===== config.mk =====
export PLATFORM = sky130hd
export DESIGN_NAME = dmem_access_unit_flat
export DESIGN_NICKNAME = d
export VERILOG_FILES = /design/src/rtl/dmem_access_unit_if.sv /design/src/rtl/dmem_access_unit.sv /design/src/flat_wrapper.sv
export SDC_FILE = /design/constraint.sdc
export NUM_CORES = 1
export LEC_CHECK = 0
export CAP_MARGIN = 20
export CELL_PAD_IN_SITES_DETAIL_PLACEMENT = 0
export CELL_PAD_IN_SITES_GLOBAL_PLACEMENT = 1
export CORE_MARGIN = 2
export CORE_UTILIZATION = 36
export CTS_CLUSTER_DIAMETER = 80
export DETAILED_ROUTE_END_ITERATION = 8
export PLACE_DENSITY_LB_ADDON = 0.15
export SYNTH_ARGS = -nofsm -noshare
export SYNTH_HDL_FRONTEND = slang
export SYNTH_SLANG_ARGS = --single-unit

===== constraint.sdc =====
create_clock -name clk -period 3 [get_ports clk]
set_input_delay 0.3 -clock clk [delete_from_list [all_inputs] [get_ports clk]]
set_output_delay 0.3 -clock clk [all_outputs]
set_load 0.01 [all_outputs]

===== src/rtl/dmem_access_unit_if.sv =====
// Core-side memory-stage bus of the data-memory access unit.
// The master drives the request; the slave returns load data, stall and misalign.
interface dmem_access_unit_if;
    logic        req;
    logic [31:0] addr;
    logic [31:0] wdata;
    logic [2:0]  mem_op;
    logic [31:0] rdata;
    logic        stall;
    logic        misalign;

    modport master (
        output req, addr, wdata, mem_op,
        input  rdata, stall, misalign
    );

    modport slave (
        input  req, addr, wdata, mem_op,
        output rdata, stall, misalign
    );
endinterface


===== src/rtl/dmem_access_unit.sv =====
// Multi-cycle data-memory access controller: sized loads with extension, SW direct,
// SH/SB by read-modify-write on a single-port synchronous RAM, with misalignment trapping.
module dmem_access_unit #(
    parameter int unsigned ADDR_W = 10
) (
    input  logic              clk,
    input  logic              rst,
    dmem_access_unit_if.slave core,
    output logic              ram_en,
    output logic              ram_we,
    output logic [ADDR_W-1:0] ram_addr,
    output logic [31:0]       ram_wdata,
    input  logic [31:0]       ram_rdata
);

    localparam logic [2:0] OpLw  = 3'd0;
    localparam logic [2:0] OpLh  = 3'd1;
    localparam logic [2:0] OpLhu = 3'd2;
    localparam logic [2:0] OpLb  = 3'd3;
    localparam logic [2:0] OpLbu = 3'd4;
    localparam logic [2:0] OpSw  = 3'd5;
    localparam logic [2:0] OpSh  = 3'd6;
    localparam logic [2:0] OpSb  = 3'd7;

    typedef enum logic [2:0] {
        StIdle,
        StRd,
        StWait,
        StWr,
        StDone,
        StErr
    } state_e;

    state_e state_q, state_d;

    logic [ADDR_W+1:0] addr_q;
    logic [31:0]       wdata_q;
    logic [2:0]        op_q;
    logic [31:0]       rdata_q;
    logic [31:0]       merge_q;

    logic              aligned;
    logic              accept;
    logic              op_is_load;
    logic [7:0]        rd_byte;
    logic [15:0]       rd_half;
    logic [31:0]       load_val;
    logic [31:0]       merged;
    logic              busy;

    // Upper byte-address bits lie outside the RAM and are ignored.
    logic unused_addr;
    assign unused_addr = ^core.addr[31:ADDR_W+2];

    always_comb begin
        aligned = 1'b1;
        unique case (core.mem_op)
            OpLw, OpSw:       aligned = (core.addr[1:0] == 2'b00);
            OpLh, OpLhu, OpSh: aligned = ~core.addr[0];
            default:          aligned = 1'b1;
        endcase
    end

    assign accept     = (state_q == StIdle) && core.req;
    assign op_is_load = (op_q <= OpLbu);

    // State register.
    always_ff @(posedge clk or negedge rst) begin
        if (!rst) begin
            state_q <= StIdle;
        end else begin
            state_q <= state_d;
        end
    end

    // Next-state logic.
    always_comb begin
        state_d = state_q;
        case (state_q)
            StIdle: begin
                if (core.req) begin
                    if (!aligned) begin
                        state_d = StErr;
                    end else if (core.mem_op == OpSw) begin
                        state_d = StWr;
                    end else begin
                        state_d = StRd;
                    end
                end
            end
            StRd:   state_d = StWait;
            StWait: state_d = op_is_load ? StDone : StWr;
            StWr:   state_d = StDone;
            StDone: state_d = StIdle;
            StErr:  state_d = StIdle;
            default: state_d = StIdle;
        endcase
    end

    // Lane selection and extension of the word returned by the RAM.
    always_comb begin
        rd_byte = ram_rdata[{addr_q[1:0], 3'b000} +: 8];
        rd_half = addr_q[1] ? ram_rdata[31:16] : ram_rdata[15:0];
        unique case (op_q)
            OpLh:    load_val = {{16{rd_half[15]}}, rd_half};
            OpLhu:   load_val = {16'h0000, rd_half};
            OpLb:    load_val = {{24{rd_byte[7]}}, rd_byte};
            OpLbu:   load_val = {24'h000000, rd_byte};
            default: load_val = ram_rdata;
        endcase
    end

    // Sub-word store: overlay the low store-data bits onto the selected lane.
    always_comb begin
        merged = ram_rdata;
        if (op_q == OpSh) begin
            if (addr_q[1]) begin
                merged[31:16] = wdata_q[15:0];
            end else begin
                merged[15:0] = wdata_q[15:0];
            end
        end else if (op_q == OpSb) begin
            merged[{addr_q[1:0], 3'b000} +: 8] = wdata_q[7:0];
        end
    end

    always_ff @(posedge clk or negedge rst) begin
        if (!rst) begin
            addr_q  <= '0;
            wdata_q <= '0;
            op_q    <= OpLw;
        end else if (accept) begin
            addr_q  <= core.addr[ADDR_W+1:0];
            wdata_q <= core.wdata;
            op_q    <= core.mem_op;
        end
    end

    always_ff @(posedge clk or negedge rst) begin
        if (!rst) begin
            rdata_q <= '0;
            merge_q <= '0;
        end else if (state_q == StWait) begin
            if (op_is_load) begin
                rdata_q <= load_val;
            end else begin
                merge_q <= merged;
            end
        end
    end

    // Outputs decoded from state only, so reset clears them at once.
    always_comb begin
        ram_en        = 1'b0;
        ram_we        = 1'b0;
        ram_addr      = '0;
        ram_wdata     = '0;
        core.misalign = 1'b0;
        busy          = 1'b1;
        case (state_q)
            StRd: begin
                ram_en   = 1'b1;
                ram_addr = addr_q[ADDR_W+1:2];
            end
            StWr: begin
                ram_en    = 1'b1;
                ram_we    = 1'b1;
                ram_addr  = addr_q[ADDR_W+1:2];
                ram_wdata = (op_q == OpSw) ? wdata_q : merge_q;
            end
            StDone: busy = 1'b0;
            StErr: begin
                busy          = 1'b0;
                core.misalign = 1'b1;
            end
            default: ;
        endcase
        core.stall = rst & core.req & busy;
        core.rdata = rdata_q;
    end

endmodule


===== src/flat_wrapper.sv =====
// flat-port wrapper written by rule: the top's interface ports become plain ports
module dmem_access_unit_flat 
#(
    parameter int unsigned ADDR_W = 10
)
  (clk, rst, ram_en, ram_we, ram_addr, ram_wdata, ram_rdata, core_req, core_addr, core_wdata, core_mem_op, core_rdata, core_stall, core_misalign);
  dmem_access_unit_if core_i ();
  input  logic clk;
  input  logic rst;
  output logic ram_en;
  output logic ram_we;
  output logic [ADDR_W-1:0] ram_addr;
  output logic [31:0] ram_wdata;
  input  logic [31:0] ram_rdata;
  input wire logic [$bits(core_i.req)-1:0] core_req;
  input wire logic [$bits(core_i.addr)-1:0] core_addr;
  input wire logic [$bits(core_i.wdata)-1:0] core_wdata;
  input wire logic [$bits(core_i.mem_op)-1:0] core_mem_op;
  output wire logic [$bits(core_i.rdata)-1:0] core_rdata;
  output wire logic [$bits(core_i.stall)-1:0] core_stall;
  output wire logic [$bits(core_i.misalign)-1:0] core_misalign;
  assign core_i.req = core_req;
  assign core_i.addr = core_addr;
  assign core_i.wdata = core_wdata;
  assign core_i.mem_op = core_mem_op;
  assign core_rdata = core_i.rdata;
  assign core_stall = core_i.stall;
  assign core_misalign = core_i.misalign;
  dmem_access_unit #(.ADDR_W(ADDR_W)) u_core (.clk(clk), .rst(rst), .core(core_i), .ram_en(ram_en), .ram_we(ram_we), .ram_addr(ram_addr), .ram_wdata(ram_wdata), .ram_rdata(ram_rdata));
endmodule

After elaboration in Yosys (flattened, before gate mapping)
Index checks and enable logic that the tools add are counted.
{"block": "op_classes", "magnitude_cmp": 1, "n_bitwise": 4, "mul": 0, "mux": 20, "add_sub_neg": 1, "div": 0, "reduce_logical": 10, "n_eq_ne": 17, "shifts": 3}
{"operator": "$mux W32", "count": 4}
{"operator": "$pmux W32 S4", "count": 1}
{"operator": "$mux W16", "count": 3}
{"operator": "$bwmux W32", "count": 1}
{"operator": "$shift A8 B7 Y32 const A", "count": 1}
{"operator": "$shiftx A32 B6 Y8", "count": 1}
{"operator": "$shiftx A8 B7 Y32", "count": 1}
{"operator": "$eq A3 B3 Y1 const B", "count": 8}
{"operator": "$eq A3 B2 Y1 const B", "count": 5}
{"operator": "$pmux W3 S4", "count": 1}
{"operator": "$mux W10", "count": 1}
{"operator": "$eq A3 B1 Y1 const B", "count": 3}
{"operator": "$mux W3", "count": 3}
{"operator": "$neg A5 Y7", "count": 1}
{"operator": "$logic_not A3 Y1", "count": 2}
{"operator": "$reduce_or A2 Y1", "count": 3}
{"operator": "$mux W1", "count": 4}
{"operator": "$reduce_and A2 Y1", "count": 2}
{"operator": "$le A3 B3 Y1 const B", "count": 1}
{"operator": "$reduce_or A3 Y1", "count": 1}
{"operator": "$and A1 B1 Y1", "count": 2}
{"operator": "$logic_not A2 Y1", "count": 1}
{"operator": "$mux W2", "count": 1}
{"operator": "$ne A2 B2 Y1 const B", "count": 1}
{"operator": "3 further kinds", "count": 4}
{"block": "word_totals", "latchBits": 0, "n_memories": 0, "out_inout_bits": 78, "regBits": 114, "ram_bits": 0, "elab_cells": 62, "in_bits": 102, "romBits": 0}

Longest topological paths before layout
Gate-level depths: netlist of the first run.
{"block": "depth", "ltp_word": 6, "mapped_depth": 9, "mapped_depth_nobuf": 6}

Worst setup path after synthesis of the first run
No wires, ideal clock.
{"block": "synth_path", "path_kind": "register to register", "start": "register u_core.addr_q[1]", "end": "register u_core.merge_q[26]", "t_arrival_ns": 2.129, "slack_ns": 0.775, "setup_ns": 0.095, "required_ns": 2.905, "stages_incl_launch_ff": 8, "path_buffers": 2, "synth_period_minus_slack_ns": 2.225, "cell_sequence": "dfrtp_1 buf_2 buf_4 clkinv_1 ha_1 nor3b_1 a21oi_1 o31ai_1"}
{"block": "synth_via", "elab_chain_cells": 5, "word_cells_on_any_way": 7, "classes_between": "1 x add/sub; 2 x shift; 4 x mux"}
{"element": "start: declaration", "line_no": "dmem_access_unit.sv:36", "text": "logic [ADDR_W+1:0] addr_q;"}
{"element": "start signal: assignment", "line_no": "dmem_access_unit.sv:133", "text": "addr_q <= core.addr[ADDR_W+1:0];"}
{"element": "$neg A5 Y7", "line_no": "dmem_access_unit.sv:123", "text": "merged[{addr_q[1:0], 3'b000} +: 8] = wdata_q[7:0];"}
{"element": "$shiftx A8 B7 Y32 / $shift A8 B7 Y32 (equally long branches)", "line_no": "dmem_access_unit.sv:123"}
{"element": "$bwmux W32", "line_no": "dmem_access_unit.sv:123"}
{"element": "$mux W32", "line_no": "dmem_access_unit.sv:122", "text": "end else if (op_q == OpSb) begin"}
{"element": "$mux W32 (*)", "line_no": "dmem_access_unit.sv:116", "text": "if (op_q == OpSh) begin"}
{"element": "end signal: assignment", "line_no": "dmem_access_unit.sv:147", "text": "merge_q <= merged;"}
{"element": "end: declaration", "line_no": "dmem_access_unit.sv:40", "text": "logic [31:0] merge_q;"}
Mark *: on every way between the ends. The rest lies on a longest branch, timed or not.
A chain may end at the register's enable or synchronous reset.

Worst setup path in the final report of the first run
{"block": "layout_path", "start": "register u_core.state_q[0]", "end": "output port ram_wdata[19]"}
{"block": "layout_via", "elab_chain_cells": 2}
{"element": "start: declaration", "line_no": "dmem_access_unit.sv:34", "text": "state_e state_q, state_d;"}
{"element": "start signal: assignment", "line_no": "dmem_access_unit.sv:70", "text": "state_q <= StIdle;"}
{"element": "start signal: assignment", "line_no": "dmem_access_unit.sv:72", "text": "state_q <= state_d;"}
{"element": "$eq A3 B2 Y1", "line_no": "dmem_access_unit.sv:160", "text": "case (state_q)"}
{"element": "$mux W32", "line_no": "dmem_access_unit.sv:160"}
{"element": "end: declaration", "line_no": "flat_wrapper.sv:13", "text": "output logic [31:0] ram_wdata;"}
No other way between the ends.

==> results of run 1 <==
sequential cells by signal (all words and copies together), names as in the netlist:
signal             count
u_core.addr_q         12
u_core.op_q            3
u_core.wdata_q        32
u_core.core.rdata     32
u_core.merge_q        32
u_core.state_q         3
cell usage after synthesis (5+ instances only):
| master | instances | area, µm² |
|---|---|---|
| buf_1 | 5 | 18.8 |
| mux2_2 | 56 | 631 |
| ha_1 | 5 | 62.6 |
| nor3_1 | 6 | 30.0 |
| clkbuf_1 | 27 | 101 |
| a31oi_1 | 5 | 31.3 |
| o22a_1 | 8 | 70.1 |
| o311ai_0 | 7 | 61.3 |
| nand3_1 | 24 | 120 |
| nor2_1 | 30 | 113 |
| mux2i_1 | 20 | 200 |
| buf_4 | 6 | 45.0 |
| a22o_1 | 11 | 96.3 |
| o221ai_1 | 12 | 105 |
| and2_1 | 11 | 68.8 |
| a21oi_1 | 74 | 370 |
| inv_1 | 6 | 22.5 |
| o2bb2ai_1 | 8 | 70.1 |
| dfrtp_1 | 114 | 2850 |
| nand2_1 | 137 | 514 |
| o211ai_1 | 7 | 52.6 |
| o21ai_0 | 21 | 105 |
| a22oi_1 | 11 | 82.6 |
| buf_2 | 16 | 80.1 |
| o21ai_1 | 6 | 30.0 |
power groups by stage:
| stage | Combinational [mW] | Clock [mW] | Sequential, mW |
|---|---|---|---|
| finish | 4.56 | 1.90 | 3.04 |
| floorplan | 2.90 | 0 | 2.86 |
| global placement | 4.48 | 0 | 3.02 |
| detailed placement | 4.56 | 0 | 3.04 |
| CTS | 4.58 | 1.93 | 3.03 |
| global route | 4.98 | 2.01 | 3.13 |
cell families after synthesis:
kind of cell | count (synthesis) | share of synthesized area
simple gates | 241 | 0.175
compound gates | 186 | 0.193
flops | 114 | 0.445
mux | 76 | 0.130
buf+inv | 63 | 0.0459
fa+ha+maj | 5 | 0.00977
xor+xnor | 1 | 0.00137
worst max-delay path: stages (launching register included):
cell	delay (ns)
dfrtp_1	0.46
inv_1	0.09
nor2_1	0.14
nand2_1	0.28
buf_4	0.33
a21oi_1	0.20
clkdlybuf4s50_1	0.57
per-layer routing:
| metal | track usage | share of wire |
|---|---|---|
| met1 | 0.325 | 0.44 |
| met2 | 0.372 | 0.49 |
| met4 | 0.0756 | 0.018 |
| met5 | 0 | 0 |
| met3 | 0.0438 | 0.052 |
worst max path at each step:
stage                               endpoint  slack (ns)  depth (start not counted)
final                          ram_wdata[19]        0.20                          6
after detailed placement   u_core.merge_q[9]        0.63                          5
after global placement         ram_wdata[19]        0.66                          6
after global routing           ram_wdata[24]        0.05                          6
after floorplan           u_core.merge_q[26]        0.78                          7
after CTS                      ram_wdata[19]        0.19                          6
cell usage in the layout (no fill, tap or decap), types with 4 or more instances in the layout:
cell             Yosys  final
o22a_1               8      8
buf_4                6     22
dfrtp_1            114    113
and2_1              11     10
ha_1                 5      5
mux2i_1             20     20
o21ai_1              6      6
o2bb2ai_1            8      8
clkbuf_1            27      4
a22oi_1             11     11
clkdlybuf4s50_1      0    158
o311ai_0             7      7
o31ai_1              4      4
nor3_1               6      6
a31oi_1              5      5
o221ai_1            12     12
nand3_1             24     24
clkbuf_8             0      4
inv_1                6      6
o21ai_0             21     21
nand2_1            137    137
a21oi_1             74     74
nor2_1              30     30
clkbuf_16            0     17
nand2b_1             4      4
a22o_1              11     11
o211ai_1             7      7
mux2_2              56     56
stage by stage:
| step | cells | util | cell area (µm²) | hold slack, ns |
|---|---|---|---|---|
| detailed placement | 1038 | 0.474 | 8230 | 0.464 |
| finish | 1068 | 0.506 | 8780 | 0.0369 |
| CTS | 1068 | 0.506 | 8780 | 0.0805 |
| floorplan | 686 | - | 6410 | 0.00441 |
| global route | 1068 | 0.506 | 8780 | 0.117 |
| global placement | 1038 | 0.474 | 8230 | 0.470 |
cell type report:
class	instances	area share
multi-input cells	509	0.371
flip-flops and latches	114	0.325
repair buffers	183	0.206
clock buffers	25	0.0565
well taps	225	0.0321
clock inverters	5	0.00599
inverters	7	0.00299
==> summary.md, run 1 <==
| Metric | Value |
|---|---|
| Final worst slack | approximately 0.20 ns |
| Initial drt markers | between 500 and 600 |
| Worst-margin pin slew | 0.807 ns |
| Vias | slightly below 6,000 |
| Core area | ~17,000 µm² |
| Largest fanout on the critical path | 26 |
| Antenna Nets Post-Route | 0 |
| Int Pwr | around 5.7 mW |
| Tot GR Track Use | 0.235 |
| Layout area overhead | 37.0% |
| WL final | 21,600 µm |
| First-pass GRT wire length | 33,200 µm |
| Die W | 137 µm |
| Slew Limit Headroom | 0.457 |
| Count of pins over their slew limit | 0 |
| Vias in the first global route | 5,804 |
| Full die area | around 19,000 µm² |
| Sw Pwr | 3.77 mW |
| Period utilisation layout | 0.935 |
| Synthesized Nets | approximately 800 |
| Mapped Area | approximately 6400 µm² |
| Net Sw Frac | 0.397 |
| PwrDens | 1080 nW/µm² |
| Distinct cells, synth | 56 |
| Dpl ws | between 0.6 and 0.7 ns |
| Fill cells | 1,569 |
| Worst-Skew Late Latency | 0.42 ns |
| Root Driver | clkbuf_16 |
| Yosys reg bits | approximately 110 |
| H-tree levels | 4 |
| CTS tree | built |
| Async set or reset register ratio after synthesis | 1.00 |
| Leakage | 3.59 nW |
| Overall power | 9.50 mW |
| RSZ-0062 raised after global routing | false |
| Setup TNS Final | 0 ns |
| Layout cell share with drive strength beyond 1 | 0.144 |
| Reg2Reg Depth | 5 |
| # setup viols final | 0 |
| Worst reg2reg setup slack | 0.53 ns |
| Crit path launch | u_core.state_q[0] |
| Initial antenna violation count | 0 |
| Critical path class | register to output pin |
| I/O pins | between 150 and 200 |
| Final hold vios | 0 |
| Post-synth EDFFs | 0 |
| Post-layout min period | 2.80 ns |
| Total grt overflow | 0 |
| Final nets | 939 |
| VDD IR max | 655 µV |
| # rows | 48 |
| Warnings, synthesis | 0 |
| Setup Skew | 0.00879 ns |
| Initial core utilization | 0.369 |
| Post-synthesis average cell area | about 9.3 µm² |
| Via density | 5.57 |
| Number of antenna repair diodes | 0 |
| CTS sink cnt | 114 |
| Max_cap viols | 0 |
| Largest net degree at the start of global routing | approximately 60 |
| Area of the multi-input gates | 3260 µm² |
| CP Capture Type | output pin |
| Status | finished, final reports clean |
| Hold_buf cts | 0 |
| Post-CTS setup buffer count | 0 |
| Main flop type after synthesis | dfrtp_1 |
| Hold WC Path Type | primary input to asynchronous set/reset pin |
| Cell count after synthesis | around 700 |
| Clk buf depth | 2 |
| Logic pwr share | 0.480 |
| Seq. cell area | between 2000 and 3000 µm² |
| Die H | 137 µm |
| Clock transition at path regs | 0.05 ns |
| CTS buffer count | 17 |
| Startpoint types | register |
| Worst R2R Start | u_core.addr_q[1] |
| DPL Wire Length | between 15,000 and 20,000 µm |
| Clock power share | 0.200 |
| # DRC | 0 |
| Fmax | 0.357 GHz |
| Sequential fraction of the synthesis area | 0.445 |
| Resized cells post-CTS | 0 |
| Worst EP arrival | 2.50 ns |
| Worst EP required | 2.70 ns |
| Seq pwr share | 0.320 |
| Worst reg2reg path endpoint | u_core.merge_q[9] |
| DR WL/cell | around 20 µm |
| IO Port Bufs | 159 |
| Pre-antenna DRT Iters | 5 |
| RePlAce Congestion | 0.848 |
Note: power is estimated with default switching activity, not from simulation.
==> run 2, diff against run 1 <==
--- a/config.mk
+++ b/config.mk
@@ -5,13 +5,13 @@
 export SDC_FILE = /design/constraint.sdc
 export NUM_CORES = 1
 export LEC_CHECK = 0
-export CAP_MARGIN = 20
 export CELL_PAD_IN_SITES_DETAIL_PLACEMENT = 0
 export CELL_PAD_IN_SITES_GLOBAL_PLACEMENT = 1
 export CORE_MARGIN = 2
 export CORE_UTILIZATION = 36
 export CTS_CLUSTER_DIAMETER = 80
 export DETAILED_ROUTE_END_ITERATION = 8
+export GPL_ROUTABILITY_DRIVEN = 1
 export PLACE_DENSITY_LB_ADDON = 0.15
 export SYNTH_ARGS = -nofsm -noshare
 export SYNTH_HDL_FRONTEND = slang
==> results of run 2 <==
Final layout, timing and power as in run 1 (identical DEF).
